$ cat config.mk
export PLATFORM = sky130hd
export DESIGN_NAME = clk_freq_meter
export DESIGN_NICKNAME = d
export VERILOG_FILES = /design/src/rtl/clk_freq_meter.sv
export SDC_FILE = /design/constraint.sdc
export NUM_CORES = 1
export LEC_CHECK = 0
export CAP_MARGIN = 20
export CORE_MARGIN = 4
export CORE_UTILIZATION = 30
export DETAILED_ROUTE_END_ITERATION = 10
export GPL_TIMING_DRIVEN = 0
export PLACE_DENSITY = 0.44
export REMOVE_ABC_BUFFERS = 1
export SETUP_SLACK_MARGIN = 0.02
export SLEW_MARGIN = 20
export SYNTH_ARGS = -nofsm -noshare
export SYNTH_HDL_FRONTEND = slang
export SYNTH_SLANG_ARGS = --single-unit
$ cat constraint.sdc
create_clock -name clk_in -period 2.3 [get_ports clk_in]
set_input_delay 0.345 -clock clk_in [delete_from_list [all_inputs] [get_ports clk_in]]
set_output_delay 0.345 -clock clk_in [all_outputs]
set_load 0.005 [all_outputs]
$ cat src/rtl/clk_freq_meter.sv
// Counts synchronized rising edges of sig_in over a GATE_CYCLES window of clk_in
// and reports the count, tolerance status, saturation and loss-of-signal once per window.
module clk_freq_meter #(
  parameter int unsigned GATE_CYCLES = 500000,
  parameter int unsigned GATE_W      = 20,
  parameter int unsigned CNT_W       = 16,
  parameter int unsigned EXP_COUNT   = 100,
  parameter int unsigned TOL         = 2
) (
  input  logic             clk_in,
  input  logic             rst,
  input  logic             sig_in,
  input  logic             enable,
  output logic             busy,
  output logic [CNT_W-1:0] freq_count,
  output logic             count_valid,
  output logic             in_range,
  output logic             overflow,
  output logic             sig_lost
);

  typedef enum logic [1:0] {IDLE, GATE, REPORT} state_t;

  localparam logic [31:0]       LO_BOUND  = (TOL > EXP_COUNT) ? 32'd0 : 32'(EXP_COUNT - TOL);
  localparam logic [31:0]       HI_BOUND  = 32'(EXP_COUNT + TOL);
  localparam logic [GATE_W-1:0] LAST_TICK = GATE_W'(GATE_CYCLES - 1);

  state_t            state_q;
  logic              s1_q, s2_q, s3_q;
  logic [GATE_W-1:0] timer_q;
  logic [CNT_W-1:0]  cnt_q, cnt_d;
  logic              ovf_q, ovf_d;
  logic              edge_pulse;
  logic              win_in_range;

  assign edge_pulse = s2_q & ~s3_q;

  // Saturating increment; ovf is sticky for the rest of the window.
  always_comb begin
    cnt_d = cnt_q;
    ovf_d = ovf_q;
    if (edge_pulse) begin
      if (&cnt_q) ovf_d = 1'b1;
      else        cnt_d = cnt_q + 1'b1;
    end
  end

  assign win_in_range = !ovf_d && (32'(cnt_d) >= LO_BOUND) && (32'(cnt_d) <= HI_BOUND);

  always_ff @(posedge clk_in or posedge rst) begin
    if (rst) begin
      state_q     <= IDLE;
      s1_q        <= 1'b0;
      s2_q        <= 1'b0;
      s3_q        <= 1'b0;
      timer_q     <= '0;
      cnt_q       <= '0;
      ovf_q       <= 1'b0;
      busy        <= 1'b0;
      freq_count  <= '0;
      count_valid <= 1'b0;
      in_range    <= 1'b0;
      overflow    <= 1'b0;
      sig_lost    <= 1'b0;
    end else begin
      s1_q        <= sig_in;
      s2_q        <= s1_q;
      s3_q        <= s2_q;
      count_valid <= 1'b0;
      case (state_q)
        IDLE: begin
          timer_q <= '0;
          cnt_q   <= '0;
          ovf_q   <= 1'b0;
          if (enable) begin
            state_q <= GATE;
            busy    <= 1'b1;
          end
        end
        GATE: begin
          if (!enable) begin
            state_q <= IDLE;
            busy    <= 1'b0;
            timer_q <= '0;
            cnt_q   <= '0;
            ovf_q   <= 1'b0;
          end else if (timer_q == LAST_TICK) begin
            // The final gate cycle's edge is folded in via cnt_d/ovf_d.
            state_q     <= REPORT;
            busy        <= 1'b0;
            count_valid <= 1'b1;
            freq_count  <= cnt_d;
            overflow    <= ovf_d;
            sig_lost    <= (cnt_d == '0);
            in_range    <= win_in_range;
            timer_q     <= '0;
            cnt_q       <= '0;
            ovf_q       <= 1'b0;
          end else begin
            timer_q <= timer_q + 1'b1;
            cnt_q   <= cnt_d;
            ovf_q   <= ovf_d;
          end
        end
        REPORT: begin
          timer_q <= '0;
          cnt_q   <= '0;
          ovf_q   <= 1'b0;
          if (enable) begin
            state_q <= GATE;
            busy    <= 1'b1;
          end else begin
            state_q <= IDLE;
          end
        end
        default: begin
          state_q <= IDLE;
          busy    <= 1'b0;
        end
      endcase
    end
  end

endmodule

Word level (Yosys, flattened, before mapping)
Index checks and enable logic that the tools add are counted.
{"block": "classes", "bitwise": 2, "addsub": 2, "eq_ne": 6, "reduce_logical": 11, "magnitude_cmp": 2, "muxes": 25}
{"op": "two-way mux 16 bit", "count": 4}
{"op": "two-way mux 20 bit", "count": 2}
{"op": "one-hot mux 20 bit (2 select lines)", "count": 1}
{"op": "one-hot mux 16 bit (2 select lines)", "count": 1}
{"op": "adder 20 x 1 -> 20 bit, second input constant", "count": 1}
{"op": "equality test 20 x 19 -> 1 bit, second input constant", "count": 1}
{"op": "adder 16 x 1 -> 16 bit, second input constant", "count": 1}
{"op": "greater-or-equal comparator 16 x 7 -> 1 bit, second input constant", "count": 1}
{"op": "<= comparator 16 x 7 -> 1 bit, second input constant", "count": 1}
{"op": "zero test 16 bit", "count": 1}
{"op": "AND reduction 16 bit", "count": 1}
{"op": "two-way mux 1 bit", "count": 11}
{"op": "two-way mux 2 bit", "count": 3}
{"op": "one-hot mux 2 bit (3 select lines)", "count": 1}
{"op": "one-hot mux 1 bit (2 select lines)", "count": 2}
{"op": "AND reduction 2 bit", "count": 2}
{"op": "!= test 3 bit, second input constant", "count": 1}
{"op": "AND reduction 3 bit", "count": 1}
{"op": "equality test 2 x 1 -> 1 bit, second input constant", "count": 1}
{"op": "equality test 2 bit, second input constant", "count": 1}
{"op": "logical AND 1 bit", "count": 2}
{"op": "zero test 2 bit", "count": 1}
{"op": "!= test 2 x 1 -> 1 bit, second input constant", "count": 1}
{"op": "!= test 2 bit, second input constant", "count": 1}
{"op": "other kinds (5)", "count": 5}
{"block": "totals", "out_inout_bits": 21, "register_bits": 63, "elab_cells": 61, "inputBits": 4}

Depth between registers and ports, before layout
Gate-level depths: netlist (run 1).
{"block": "depth", "word_depth": 6, "mapped_depth": 10, "ltp_nobuf": 8}

Worst setup path after synthesis (run 1)
Ideal clock, no wire load.
{"block": "synth_timing", "path_type": "flip-flop to flip-flop", "start": "reg cnt_q[0]", "end": "reg sig_lost", "required_time_ns": 2.217, "arrival_time_ns": 2.165, "slack_ns": 0.053, "path_stages_with_launch": 9, "synth_period_minus_slack_ns": 2.247, "setup_ns": 0.083, "n_path_buf": 0, "path_cell_list": "dfrtp_1 ha_1 nand4_1 nor4_4 nor4_1 mux2_2 nand2_1 nand4_1 o21ai_0"}
{"block": "synth_between", "elab_chain_cells": 4}
{"item": "from (decl)", "line": "31", "source": "logic [CNT_W-1:0] cnt_q, cnt_d;"}
{"item": "from (signal assigned)", "line": "101", "source": "cnt_q <= cnt_d;"}
{"item": "adder 16 x 1 -> 16 bit / AND reduction 16 bit (equally long branches)", "line": "44, 43"}
{"item": "two-way mux 16 bit", "line": "43", "source": "if (&cnt_q) ovf_d = 1'b1;"}
{"item": "two-way mux 16 bit *", "line": "42", "source": "if (edge_pulse) begin"}
{"item": "zero test 16 bit *", "line": "94", "source": "sig_lost <= (cnt_d == '0);"}
{"item": "to (signal assigned)", "line": "94"}
{"item": "to (decl)", "line": "19", "source": "output logic sig_lost"}
Mark *: on every way between the ends. The rest lies on a longest branch, timed or not.
A chain may end at the register's enable or synchronous reset.

Final worst setup path (run 1)
Same ends and word-level chain as after synthesis.

==> results of run 1 <==
[flip-flops by register name (all words and copies together), names as in the netlist, 2 cells and up]
register	count
timer_q	20
cnt_q	16
state_q	2
freq_count	16
[per-stage QoR]
| step | cells | setup TNS, ns | cell area, sq um | setup slack (ns) | utilization [%] |
|---|---|---|---|---|---|
| 3_3_place_gp | 521 | -96.85 | 3650 | -1.08 | 33.6 |
| 3_5_place_dp | 524 | -7.46 | 3730 | -0.540 | 34.3 |
| 5_1_grt | 574 | -0.162 | 4400 | -0.0843 | 40.5 |
| 2_1_floorplan | 357 | 0 | 3240 | 0.0268 | - |
| 6_report | 574 | 0 | 4400 | 0.0230 | 40.5 |
| 4_1_cts | 547 | -1.66 | 4020 | -0.229 | 36.9 |
[layer usage]
| metal | up-vias | wire [microns] | global-route usage (%) |
|---|---|---|---|
| li1 | 1453 | - | - |
| met1 | 1426 | 4400 | 19.0 |
| met2 | 48 | 4310 | 22.0 |
| met3 | 6 | 272 | 3.71 |
| met4 | 0 | 62 | 2.96 |
| met5 | - | 0 | 0 |
[layout make-up]
class                      instances  area, sq um
tap                              140          175
multi-input combinational        290         1860
clock inverter                     4         22.5
fill                            1112         6480
inverter                           6         25.0
sequential                        63         1590
clock buffer                      11          141
timing repair buffer              60          592
[worst register-to-register path, delay by kind of cell (launching register included)]
family                   cells  cell delay, ns
AO/OA/AOI/OAI                1            0.17
adder cells (fa/ha/maj)      1            0.19
buffers and inverters        2            0.26
flip-flops                   1            0.47
multiplexers                 1            0.34
AND/OR/NAND/NOR              5            0.77
[cells in the mapped netlist, types with 2 or more instances]
cell / number
sky130_fd_sc_hd__inv_1: 6
sky130_fd_sc_hd__nor2b_1: 2
sky130_fd_sc_hd__nand2_1: 80
sky130_fd_sc_hd__buf_2: 2
sky130_fd_sc_hd__o31ai_1: 5
sky130_fd_sc_hd__or2_2: 2
sky130_fd_sc_hd__or3_2: 2
sky130_fd_sc_hd__nor4_1: 9
sky130_fd_sc_hd__nor3_1: 8
sky130_fd_sc_hd__xnor2_1: 6
sky130_fd_sc_hd__nand3_1: 13
sky130_fd_sc_hd__and2_1: 7
sky130_fd_sc_hd__o21ai_0: 55
sky130_fd_sc_hd__ha_1: 2
sky130_fd_sc_hd__a21oi_1: 10
sky130_fd_sc_hd__mux2_2: 3
sky130_fd_sc_hd__clkbuf_1: 11
sky130_fd_sc_hd__a22o_1: 4
sky130_fd_sc_hd__nor2_1: 15
sky130_fd_sc_hd__dfrtp_1: 63
sky130_fd_sc_hd__nand4b_1: 2
sky130_fd_sc_hd__nand4_1: 14
sky130_fd_sc_hd__buf_4: 3
sky130_fd_sc_hd__a21o_1: 4
sky130_fd_sc_hd__mux2i_1: 2
sky130_fd_sc_hd__nand2b_1: 4
sky130_fd_sc_hd__and3_1: 7
sky130_fd_sc_hd__a31oi_1: 5
sky130_fd_sc_hd__xor2_1: 5
[path summary, 6_finish.rpt]
check                                     startpoint                        end  slack (ns)  depth (start not counted)
worst max-delay path            cnt_q[0]$_DFFE_PP0P_       sig_lost$_DFFE_PP0P_        0.02                         10
worst min-delay path                             rst  freq_count[1]$_DFFE_PP0P_        0.33                          2
worst max register to register  cnt_q[0]$_DFFE_PP0P_       sig_lost$_DFFE_PP0P_        0.02                         10
worst min register to register        s1_q$_DFF_PP0_             s2_q$_DFF_PP0_        0.37                          0
max in group asynchronous                        rst    timer_q[13]$_DFFE_PP0P_        1.43                          3
min in group clk_in                   s1_q$_DFF_PP0_             s2_q$_DFF_PP0_        0.37                          0
[power by group]
group,switching (uW),internal [uW]
Sequential,11.7,1120
Clock,430,409
Combinational,103,68.4
[repair_timing]
action / CTS / global route
pin swaps: 3 / 23
setup buffers: 8 / 25
cloned: 0 / 3
gates resized for setup: 13 / 39
endpoints found under the setup margin: 47 / 42
[cell usage in the layout (no fill, tap or decap), drive strengths merged, types with 2 or more instances in the layout]
cell	synthesis	layout
clkinv	0	3
a21oi	10	10
clkbuf	13	12
ha	2	2
clkdlybuf4s50	0	24
nor3	8	8
or2	2	2
nand2	80	80
xnor2	6	6
a31oi	5	5
inv	6	6
nor4	11	11
dfrtp	63	63
nor2b	2	2
buf	6	35
nand4b	2	2
or3	3	3
nor2	16	18
a22o	5	5
xor2	5	5
mux2i	2	2
mux2	3	3
and3	7	7
nand4	16	16
o21ai	56	56
o31ai	5	5
and2	7	7
a21o	4	4
nand2b	4	4
nand3	14	14
and4	2	2
[logic make-up after synthesis]
| group | Yosys count | synth area share [%] |
|---|---|---|
| buffers and inverters | 25 | 3.78 |
| DFF | 63 | 47.2 |
| AOI/OAI and AO/OA | 88 | 14.9 |
| muxes | 5 | 1.61 |
| adders and majority gates | 2 | 0.748 |
| and+or+nand+nor | 182 | 28.9 |
| xor gates and xnor gates | 11 | 2.88 |
==> impl_table.tex, run 1 <==
\begin{tabular}{lr}
\hline
Metric & Value \\
\hline
\multicolumn{2}{l}{\textbf{Run status}} \\
Run status & finished clean \\
\multicolumn{2}{l}{\textbf{STA}} \\
Clock Skews & 0.00804 ns \\
Final hold violation count & 0 \\
Final period util & 99.0\% \\
Transition time at the pin with the least slew margin & 0.878 ns \\
Maximum clock frequency & 0.439 GHz \\
Setup repair after global routing missed its margin & true \\
Min cycle time layout & 2.28 ns \\
Final Slew Violations & 0 \\
Relative slew margins & 41.5\% \\
Worst Hold Slack & 0.328 ns \\
Final setup vio count & 0 \\
\multicolumn{2}{l}{\textbf{Yosys}} \\
Sequential share of the synthesized area & 47.2\% \\
Largest area contributor in the synthesized netlist & sky130\_fd\_sc\_hd\_\_dfrtp\_1 \\
Average size of a mapped cell & 8.89 sq um \\
Total of warnings raised by yosys & 0 \\
Number of different library cells in the post-synthesis netlist & 54 \\
Most common flop cell mapped by yosys & sky130\_fd\_sc\_hd\_\_dfrtp\_1 \\
Number of synthesized flops with an enable pin & 0 \\
Proportion of register bits with asynchronous set or reset after synthesis & 100\% \\
Synthesized instance count & 376 \\
Syn Std Cell Area & 0.00334 sq mm \\
Register bit count reported by yosys & 63 \\
Area share of the largest cell type after synthesis & 47.2\% \\
Largest cells by area after synthesis & sky130\_fd\_sc\_hd\_\_dfrtp\_1 (47\%), sky130\_fd\_sc\_hd\_\_nand2\_1 (9.0\%), sky130\_fd\_sc\_hd\_\_o21ai\_0 (8.2\%) \\
\multicolumn{2}{l}{\textbf{Die}} \\
Die boundary height & 114 microns \\
Initial standard-cell utilization of the core & 30.7\% \\
Placeable Area & 0.0109 sq mm \\
Number of standard-cell rows in the floorplan & 38 \\
Number of primary I/O pins & 25 \\
Die area & 0.0129 sq mm \\
Die Wd & 114 microns \\
\multicolumn{2}{l}{\textbf{Power and ir drop}} \\
Power density over the cells & 487 mW/mm\^{}2 \\
VDD IR max & 0.310 mV \\
Pleak & 0.00188 uW \\
Tot Pwr & 2140 uW \\
\multicolumn{2}{l}{\textbf{Worst setup path}} \\
Data arrival time of the critical path & 2.54 ns \\
Cell breakdown of the critical path & ha\_4 -> nand4\_1 -> nor4\_4 -> buf\_6 -> buf\_6 -> nor4\_4 -> mux2\_4 -> nand2\_2 -> nand4\_1 -> o21ai\_1 \\
Critical path buffers and inverters & 2 \\
Highest net fanout along the worst path & 7 \\
Library cell contributing the largest single delay on the critical path & sky130\_fd\_sc\_hd\_\_dfrtp\_2 \\
Sort of element at the start of the critical path & flop \\
Critical setup path kind & reg2reg \\
Crit-path max cell delay & 0.47 ns \\
Critical path endpoint category & flop \\
Required time reported for the critical path endpoint & 2.56 ns \\
Top delay family on crit path & simple AND/OR/NAND/NOR gates \\
\multicolumn{2}{l}{\textbf{Clock network}} \\
Inserted Clock Buffers & 9 \\
Clk Tree Root Cell & sky130\_fd\_sc\_hd\_\_clkbuf\_8 \\
Clock-pin slew of the registers on the worst-case setup and hold paths & 0.07 ns \\
Maximum count of clock buffers along a single path & 2 \\
Source-to-sink clock delay at the later pin of the worst-skew pair & 0.34 ns \\
\# hold bufs at CTS & 0 \\
Number of sinks driven by the clock tree & 63 \\
H-tree level count & 3 \\
CTS tree & done \\
\multicolumn{2}{l}{\textbf{Place}} \\
Number of buffers inserted by port buffering & 24 \\
Half-perimeter wire length of the detailed placement result & 5580 microns \\
Global placer's final weighted congestion & 0.787 \\
\multicolumn{2}{l}{\textbf{GRT}} \\
Number of antenna violations at the first check in global routing & 0 \\
Largest net degree at the start of global routing & 39 \\
Total global routing overflow & 0 \\
Vias in the first global route & 2770 \\
Global-route wire length before repair & 14300 microns \\
All-Layer GR Usage & 13.9\% \\
\multicolumn{2}{l}{\textbf{Cells and area}} \\
Net count, final & 436 \\
Number of diodes added for antenna fixing & 0 \\
Signed area change from the synthesized netlist to the final layout & 31.7\% \\
Fraction of layout cells with a size suffix above 1 & 24.0\% \\
\multicolumn{2}{l}{\textbf{Drt}} \\
Number of iterations in the first detailed-routing pass & 4 \\
Antenna Violating Nets Remaining & 0 \\
Vias & 2933 \\
Iter 0 DRT Violations & 130 \\
Via-to-Cell Ratio & 5.11 \\
Drt wl/cell & 15.8 microns \\
DRC violation count after routing & 0 \\
Total wire length & 9050 microns \\
\multicolumn{2}{l}{\textbf{Min path}} \\
Type of the tightest min-delay check & in2async \\
\multicolumn{2}{l}{\textbf{Flow run}} \\
Max-cap violations & 0 \\
\hline
\end{tabular}
Power figures use the tool's default switching activity.
==> run 2, diff against run 1 <==
--- a/config.mk
+++ b/config.mk
@@ -8,9 +8,11 @@
 export CAP_MARGIN = 20
 export CORE_MARGIN = 4
 export CORE_UTILIZATION = 30
+export CTS_BUF_LIST = sky130_fd_sc_hd__clkbuf_4 sky130_fd_sc_hd__clkbuf_8 sky130_fd_sc_hd__clkbuf_16
 export DETAILED_ROUTE_END_ITERATION = 10
+export DONT_BUFFER_PORTS = 1
 export GPL_TIMING_DRIVEN = 0
-export PLACE_DENSITY = 0.44
+export PLACE_DENSITY = 0.41
 export REMOVE_ABC_BUFFERS = 1
 export SETUP_SLACK_MARGIN = 0.02
 export SLEW_MARGIN = 20
==> impl_table.tex, run 2 (synthesis gave the netlist of run 1 again) <==
\begin{tabular}{lr}
\hline
Metric & Value \\
\hline
\multicolumn{2}{l}{\textbf{Run status}} \\
Run status & finished clean \\
\multicolumn{2}{l}{\textbf{STA}} \\
Transition time at the pin with the least slew margin & 0.820 ns \\
Min cycle time layout & 2.25 ns \\
Minimum setup slack in the final design & 0.0477 ns \\
Setup repair after global routing missed its margin & true \\
Final hold violation count & 0 \\
Final period util & 97.9\% \\
Relative slew margins & 45.3\% \\
Final setup vio count & 0 \\
Final Slew Violations & 0 \\
Clock Skews & 0.00729 ns \\
Maximum clock frequency & 0.444 GHz \\
\multicolumn{2}{l}{\textbf{Power and ir drop}} \\
Power density over the cells & 553 mW/mm\^{}2 \\
VDD IR max & 0.324 mV \\
Fraction of power consumed by sequential logic & 50.9\% \\
Pleak & 0.00172 uW \\
Clock share of power & 42.7\% \\
Switching pwr & 550 uW \\
Switching share of power & 24.7\% \\
Logic pwr share & 6.4\% \\
Internal & 1680 uW \\
\multicolumn{2}{l}{\textbf{Worst setup path}} \\
Library cell contributing the largest single delay on the critical path & sky130\_fd\_sc\_hd\_\_dfrtp\_1 \\
Data arrival time of the critical path & 2.53 ns \\
Cell breakdown of the critical path & nand3\_4 -> nor4\_4 -> buf\_4 -> nor2\_4 -> or3\_1 -> nand4\_1 -> or4b\_4 -> o21ai\_1 \\
Top delay family on crit path & simple AND/OR/NAND/NOR gates \\
Critical path endpoint category & flop \\
Critical path buffers and inverters & 1 \\
Crit-path max cell delay & 0.47 ns \\
Highest net fanout along the worst path & 8 \\
Sort of element at the start of the critical path & flop \\
Required time reported for the critical path endpoint & 2.57 ns \\
Critical setup path kind & reg2reg \\
\multicolumn{2}{l}{\textbf{Die}} \\
Die boundary height & 114 microns \\
Number of standard-cell rows in the floorplan & 38 \\
Number of primary I/O pins & 25 \\
Initial standard-cell utilization of the core & 30.7\% \\
Die area & 0.0129 sq mm \\
Placeable Area & 0.0109 sq mm \\
Die Wd & 114 microns \\
\multicolumn{2}{l}{\textbf{Cells and area}} \\
Signed area change from the synthesized netlist to the final layout & 20.4\% \\
Largest register by flop count & timer\_q \\
Most common cell after layout, fill and taps aside & sky130\_fd\_sc\_hd\_\_nand2\_1 \\
Fraction of layout cells with a size suffix above 1 & 22.3\% \\
Most used cells in the layout excluding fill and tap cells & sky130\_fd\_sc\_hd\_\_nand2\_1 (80), sky130\_fd\_sc\_hd\_\_o21ai\_0 (53), sky130\_fd\_sc\_hd\_\_dfrtp\_1 (51) \\
Net count, final & 401 \\
Number of inserted filler cells in the final layout & 1131 \\
Flip-flop count of the largest register after layout & 20 \\
Core Util, Final & 37.0\% \\
Biggest registers after layout & timer\_q x20, cnt\_q x16, freq\_count x16 \\
Number of diodes added for antenna fixing & 0 \\
\multicolumn{2}{l}{\textbf{Drt}} \\
Iter 0 DRT Violations & 93 \\
DRC violation count after routing & 0 \\
Via-to-Cell Ratio & 5.25 \\
Antenna Violating Nets Remaining & 0 \\
Total wire length & 9060 microns \\
Drt wl/cell & 16.8 microns \\
Number of iterations in the first detailed-routing pass & 6 \\
Vias & 2833 \\
\multicolumn{2}{l}{\textbf{Clock network}} \\
CTS tree & done \\
Maximum count of clock buffers along a single path & 2 \\
H-tree level count & 3 \\
Clock-pin slew of the registers on the worst-case setup and hold paths & 0.07 ns \\
Number of sinks driven by the clock tree & 63 \\
Clk Tree Root Cell & sky130\_fd\_sc\_hd\_\_clkbuf\_8 \\
Inserted Clock Buffers & 9 \\
Source-to-sink clock delay at the later pin of the worst-skew pair & 0.35 ns \\
\multicolumn{2}{l}{\textbf{GRT}} \\
Global-route wire length before repair & 14900 microns \\
Number of antenna violations at the first check in global routing & 0 \\
Vias in the first global route & 2775 \\
Total global routing overflow & 0 \\
Largest net degree at the start of global routing & 54 \\
All-Layer GR Usage & 14.7\% \\
\multicolumn{2}{l}{\textbf{Flow run}} \\
Max-cap violations & 0 \\
\multicolumn{2}{l}{\textbf{Place}} \\
Setup slack after placement & -0.541 ns \\
Half-perimeter wire length of the detailed placement result & 5520 microns \\
Number of buffers inserted by port buffering & 0 \\
Global placer's final weighted congestion & 0.781 \\
\multicolumn{2}{l}{\textbf{Min path}} \\
Type of the tightest min-delay check & in2reg \\
\hline
\end{tabular}
run 2: per-layer routing:
layer / vias to the layer above / wire length (microns) / track usage [%]
li1: 1391 / - / -
met1: 1389 / 4190 / 18.5
met2: 41 / 4450 / 24.9
met3: 12 / 309 / 3.93
met4: 0 / 118 / 4.33
met5: - / 0 / 0
run 2: metrics by stage:
stage          area, sq um  cells  power (uW)  setup TNS (ns)  hold WS, ns
2_1_floorplan         3240    357        1230               0        0.331
5_1_grt               4030    540        2320          -0.202      0.00108
4_1_cts               3870    528        2250         -0.0289      0.00472
3_5_place_dp          3480    500        1280          -11.17        0.146
3_3_place_gp          3410    497        1270          -64.40        0.376
6_report              4030    540        2230               0       0.0233
run 2: final cells by class:
type / count / area (sq um) / share of cell area [%]
Clock buffer: 16 / 189 / 4.69
Inverter: 6 / 25.0 / 0.622
Timing Repair Buffer: 25 / 219 / 5.44
Sequential cell: 63 / 1590 / 39.5
Multi-Input combinational cell: 290 / 1830 / 45.4
Tap cell: 140 / 175 / 4.35
run 2: path summary, 6_finish.rpt:
path | cells past startpoint | from | end | slack, ns
worst min-delay path | 0 | sig_in | s1_q$_DFF_PP0_ | 0.02
min in group asynchronous | 2 | rst | timer_q[8]$_DFFE_PP0P_ | 0.38
worst min register to register | 0 | s1_q$_DFF_PP0_ | s2_q$_DFF_PP0_ | 0.39
worst max register to register | 8 | cnt_q[4]$_DFFE_PP0P_ | in_range$_DFFE_PP0P_ | 0.05
max in group asynchronous | 3 | rst | cnt_q[7]$_DFFE_PP0P_ | 1.40
worst max-delay path | 8 | cnt_q[4]$_DFFE_PP0P_ | in_range$_DFFE_PP0P_ | 0.05
run 2: timing repair:
action | 4_1_cts | 5_1_grt
cloned | 1 | 1
pin swaps | 6 | 10
resized for setup | 24 | 19
setup endpoints to repair | 38 | 27
setup buffers | 10 | 11
hold endpoints to repair | 10 | 0
hold buffers | 1 | 0
run 2: worst reg2reg max path, stage by stage, from the launching register on:
cell and delay [ns]:
sky130_fd_sc_hd__dfrtp_1 0.47, sky130_fd_sc_hd__nand3_4 0.16, sky130_fd_sc_hd__nor4_4 0.29, sky130_fd_sc_hd__buf_4 0.19
sky130_fd_sc_hd__nor2_4 0.08, sky130_fd_sc_hd__or3_1 0.34, sky130_fd_sc_hd__nand4_1 0.08, sky130_fd_sc_hd__or4b_4 0.45
sky130_fd_sc_hd__o21ai_1 0.13
run 2: power by group through the flow:
| stage | Combinational, uW | Clock, uW | Sequential [uW] |
|---|---|---|---|
| floorplan | 80.2 | 0 | 1150 |
| global placement | 113 | 0 | 1150 |
| detailed placement | 123 | 0 | 1150 |
| CTS | 139 | 981 | 1130 |
| global route | 162 | 1020 | 1130 |
| finish | 143 | 951 | 1130 |
==> run 3, diff against run 2 <==
--- a/config.mk
+++ b/config.mk
@@ -19,3 +19,4 @@
 export SYNTH_ARGS = -nofsm -noshare
 export SYNTH_HDL_FRONTEND = slang
 export SYNTH_SLANG_ARGS = --single-unit
+export TNS_END_PERCENT = 30
==> impl_table.tex, run 3 (synthesis gave the netlist of run 1 again) <==
\begin{tabular}{lr}
\hline
Metric & Value \\
\hline
\multicolumn{2}{l}{\textbf{Power and ir drop}} \\
Clock share of power & 42.7\% \\
Switching share of power & 24.7\% \\
VDD IR max & 0.323 mV \\
Power density over the cells & 554 mW/mm\^{}2 \\
Switching pwr & 549 uW \\
Fraction of power consumed by sequential logic & 50.9\% \\
Pleak & 0.00172 uW \\
Logic pwr share & 6.4\% \\
Tot Pwr & 2230 uW \\
Internal & 1680 uW \\
\multicolumn{2}{l}{\textbf{Drt}} \\
Vias & 2838 \\
Total wire length & 9070 microns \\
Iter 0 DRT Violations & 89 \\
Metal3 WL & 305 microns \\
Wire length on met2 & 4460 microns \\
Drt wl/cell & 16.8 microns \\
Antenna Violating Nets Remaining & 0 \\
Top routing layer in use & met4 \\
DRC violation count after routing & 0 \\
Via-to-Cell Ratio & 5.26 \\
Wl on met1 & 4190 microns \\
Number of iterations in the first detailed-routing pass & 6 \\
\multicolumn{2}{l}{\textbf{STA}} \\
Final Slew Violations & 0 \\
Final period util & 97.9\% \\
Final setup vio count & 0 \\
Min cycle time layout & 2.25 ns \\
Setup repair after global routing missed its margin & true \\
Final total negative setup slack & 0 ns \\
Minimum setup slack in the final design & 0.0479 ns \\
Clock Skews & 0.00729 ns \\
Maximum clock frequency & 0.444 GHz \\
Final hold violation count & 0 \\
Relative slew margins & 45.4\% \\
Transition time at the pin with the least slew margin & 0.819 ns \\
\multicolumn{2}{l}{\textbf{Place}} \\
Global placer's final weighted congestion & 0.781 \\
Number of buffers inserted by port buffering & 0 \\
\# placed instances & 500 \\
Setup slack after placement & -0.541 ns \\
Half-perimeter wire length of the detailed placement result & 5520 microns \\
\multicolumn{2}{l}{\textbf{Cells and area}} \\
Most used cells in the layout excluding fill and tap cells & sky130\_fd\_sc\_hd\_\_nand2\_1 (80), sky130\_fd\_sc\_hd\_\_o21ai\_0 (53), sky130\_fd\_sc\_hd\_\_dfrtp\_1 (51) \\
Number of diodes added for antenna fixing & 0 \\
Biggest registers after layout & timer\_q x20, cnt\_q x16, freq\_count x16 \\
Net count, final & 401 \\
Largest register by flop count & timer\_q \\
Signed area change from the synthesized netlist to the final layout & 20.2\% \\
Final instance count without filler cells & 540 \\
Flip-flop count of the largest register after layout & 20 \\
Fraction of layout cells with a size suffix above 1 & 22.0\% \\
Most common cell after layout, fill and taps aside & sky130\_fd\_sc\_hd\_\_nand2\_1 \\
\multicolumn{2}{l}{\textbf{Worst setup path}} \\
Critical setup path kind & reg2reg \\
Depth of the worst register-to-register path & 8 \\
Crit-path max cell delay & 0.47 ns \\
Cell breakdown of the critical path & nand3\_4 -> nor4\_4 -> buf\_4 -> nor2\_4 -> or3\_1 -> nand4\_1 -> or4b\_4 -> o21ai\_1 \\
Flop2flop setup slack & 0.05 ns \\
Reg-to-reg critical path endpoint & in\_range\$\_DFFE\_PP0P\_ \\
Worst path depth & 8 \\
Library cell contributing the largest single delay on the critical path & sky130\_fd\_sc\_hd\_\_dfrtp\_1 \\
Critical path endpoint category & flop \\
Sort of element at the start of the critical path & flop \\
Top delay family on crit path & simple AND/OR/NAND/NOR gates \\
Critical path buffers and inverters & 1 \\
Required time reported for the critical path endpoint & 2.57 ns \\
Highest net fanout along the worst path & 8 \\
Data arrival time of the critical path & 2.53 ns \\
Startpoint of the lowest-slack register-to-register path & cnt\_q[4]\$\_DFFE\_PP0P\_ \\
\multicolumn{2}{l}{\textbf{Run status}} \\
Run status & finished clean \\
\multicolumn{2}{l}{\textbf{Min path}} \\
Worst Hold Path EP & s1\_q\$\_DFF\_PP0\_ \\
HP Start & sig\_in \\
Worst Hold Depth & 0 \\
Type of the tightest min-delay check & in2reg \\
\multicolumn{2}{l}{\textbf{Clock network}} \\
Inserted Clock Buffers & 9 \\
Number of sinks driven by the clock tree & 63 \\
Source-to-sink clock delay at the later pin of the worst-skew pair & 0.35 ns \\
H-tree level count & 3 \\
Clock-pin slew of the registers on the worst-case setup and hold paths & 0.07 ns \\
Clk Tree Root Cell & sky130\_fd\_sc\_hd\_\_clkbuf\_8 \\
CTS tree & done \\
Maximum count of clock buffers along a single path & 2 \\
\multicolumn{2}{l}{\textbf{Die}} \\
Die area & 0.0129 sq mm \\
Placeable Area & 0.0109 sq mm \\
Die boundary height & 114 microns \\
Die Wd & 114 microns \\
Number of primary I/O pins & 25 \\
Number of standard-cell rows in the floorplan & 38 \\
Initial standard-cell utilization of the core & 30.7\% \\
\multicolumn{2}{l}{\textbf{Flow run}} \\
Max-cap violations & 0 \\
\multicolumn{2}{l}{\textbf{GRT}} \\
Global-route wire length before repair & 14900 microns \\
Number of antenna violations at the first check in global routing & 0 \\
Largest net degree at the start of global routing & 54 \\
All-Layer GR Usage & 14.7\% \\
Vias in the first global route & 2775 \\
Total global routing overflow & 0 \\
\hline
\end{tabular}
-- run 3: per-stage QoR --
stage	hold WS, ns	utilization [%]	area [sq um]
final	0.0237	36.9	4020
after global routing	0.00108	36.9	4020
after CTS	0.00472	35.6	3870
after detailed placement	0.146	32.0	3480
after global placement	0.376	31.4	3410
after floorplan	0.331	-	3240
-- run 3: cell type report --
cell class | count | area, sq um
clock buffer | 16 | 189
fill | 1132 | 6870
inverter | 6 | 25.0
multi-input combinational | 290 | 1820
sequential | 63 | 1590
tap | 140 | 175
timing repair buffer | 25 | 219
-- run 3: worst register-to-register path, cell delays in order (launching register included) --
cell and delay [ns]:
sky130_fd_sc_hd__dfrtp_1 0.47, sky130_fd_sc_hd__nand3_4 0.16, sky130_fd_sc_hd__nor4_4 0.29, sky130_fd_sc_hd__buf_4 0.19, sky130_fd_sc_hd__nor2_4 0.08, sky130_fd_sc_hd__or3_1 0.34
sky130_fd_sc_hd__nand4_1 0.08, sky130_fd_sc_hd__or4b_4 0.45, sky130_fd_sc_hd__o21ai_1 0.13
-- run 3: how the worst max path moves through the flow --
| stage | start | to | slack [ns] |
|---|---|---|---|
| after floorplan | timer_q[13]$_DFFE_PP0P_ | cnt_q[1]$_DFFE_PP0P_ | 0.03 |
| after global placement | timer_q[0]$_DFFE_PP0P_ | timer_q[18]$_DFFE_PP0P_ | -0.79 |
| after detailed placement | cnt_q[0]$_DFFE_PP0P_ | sig_lost$_DFFE_PP0P_ | -0.54 |
| after CTS | cnt_q[0]$_DFFE_PP0P_ | in_range$_DFFE_PP0P_ | -0.02 |
| after global routing | cnt_q[1]$_DFFE_PP0P_ | sig_lost$_DFFE_PP0P_ | -0.10 |
| final | cnt_q[4]$_DFFE_PP0P_ | in_range$_DFFE_PP0P_ | 0.05 |
-- run 3: metal layers --
| metal | vias to the layer above | GRT usage [%] |
|---|---|---|
| met5 | - | 0 |
| met4 | 0 | 4.33 |
| met3 | 12 | 3.93 |
| met2 | 39 | 24.9 |
| met1 | 1398 | 18.5 |
| li1 | 1389 | - |
-- run 3: power groups by stage --
stage,sequential (uW),combinational [uW],clock [uW]
2_1_floorplan,1150,80.2,0
6_report,1130,143,950
4_1_cts,1130,139,981
3_3_place_gp,1150,113,0
5_1_grt,1130,162,1020
3_5_place_dp,1150,123,0
-- run 3: repair_timing --
| item | CTS | global route |
|---|---|---|
| buffers inserted | 10 | 11 |
| endpoints found under the hold margin | 10 | 0 |
| pin swaps | 6 | 9 |
| endpoints found under the setup margin | 38 | 27 |
| hold buffers | 1 | 0 |
| gates cloned | 1 | 1 |
| gates resized for setup | 24 | 18 |
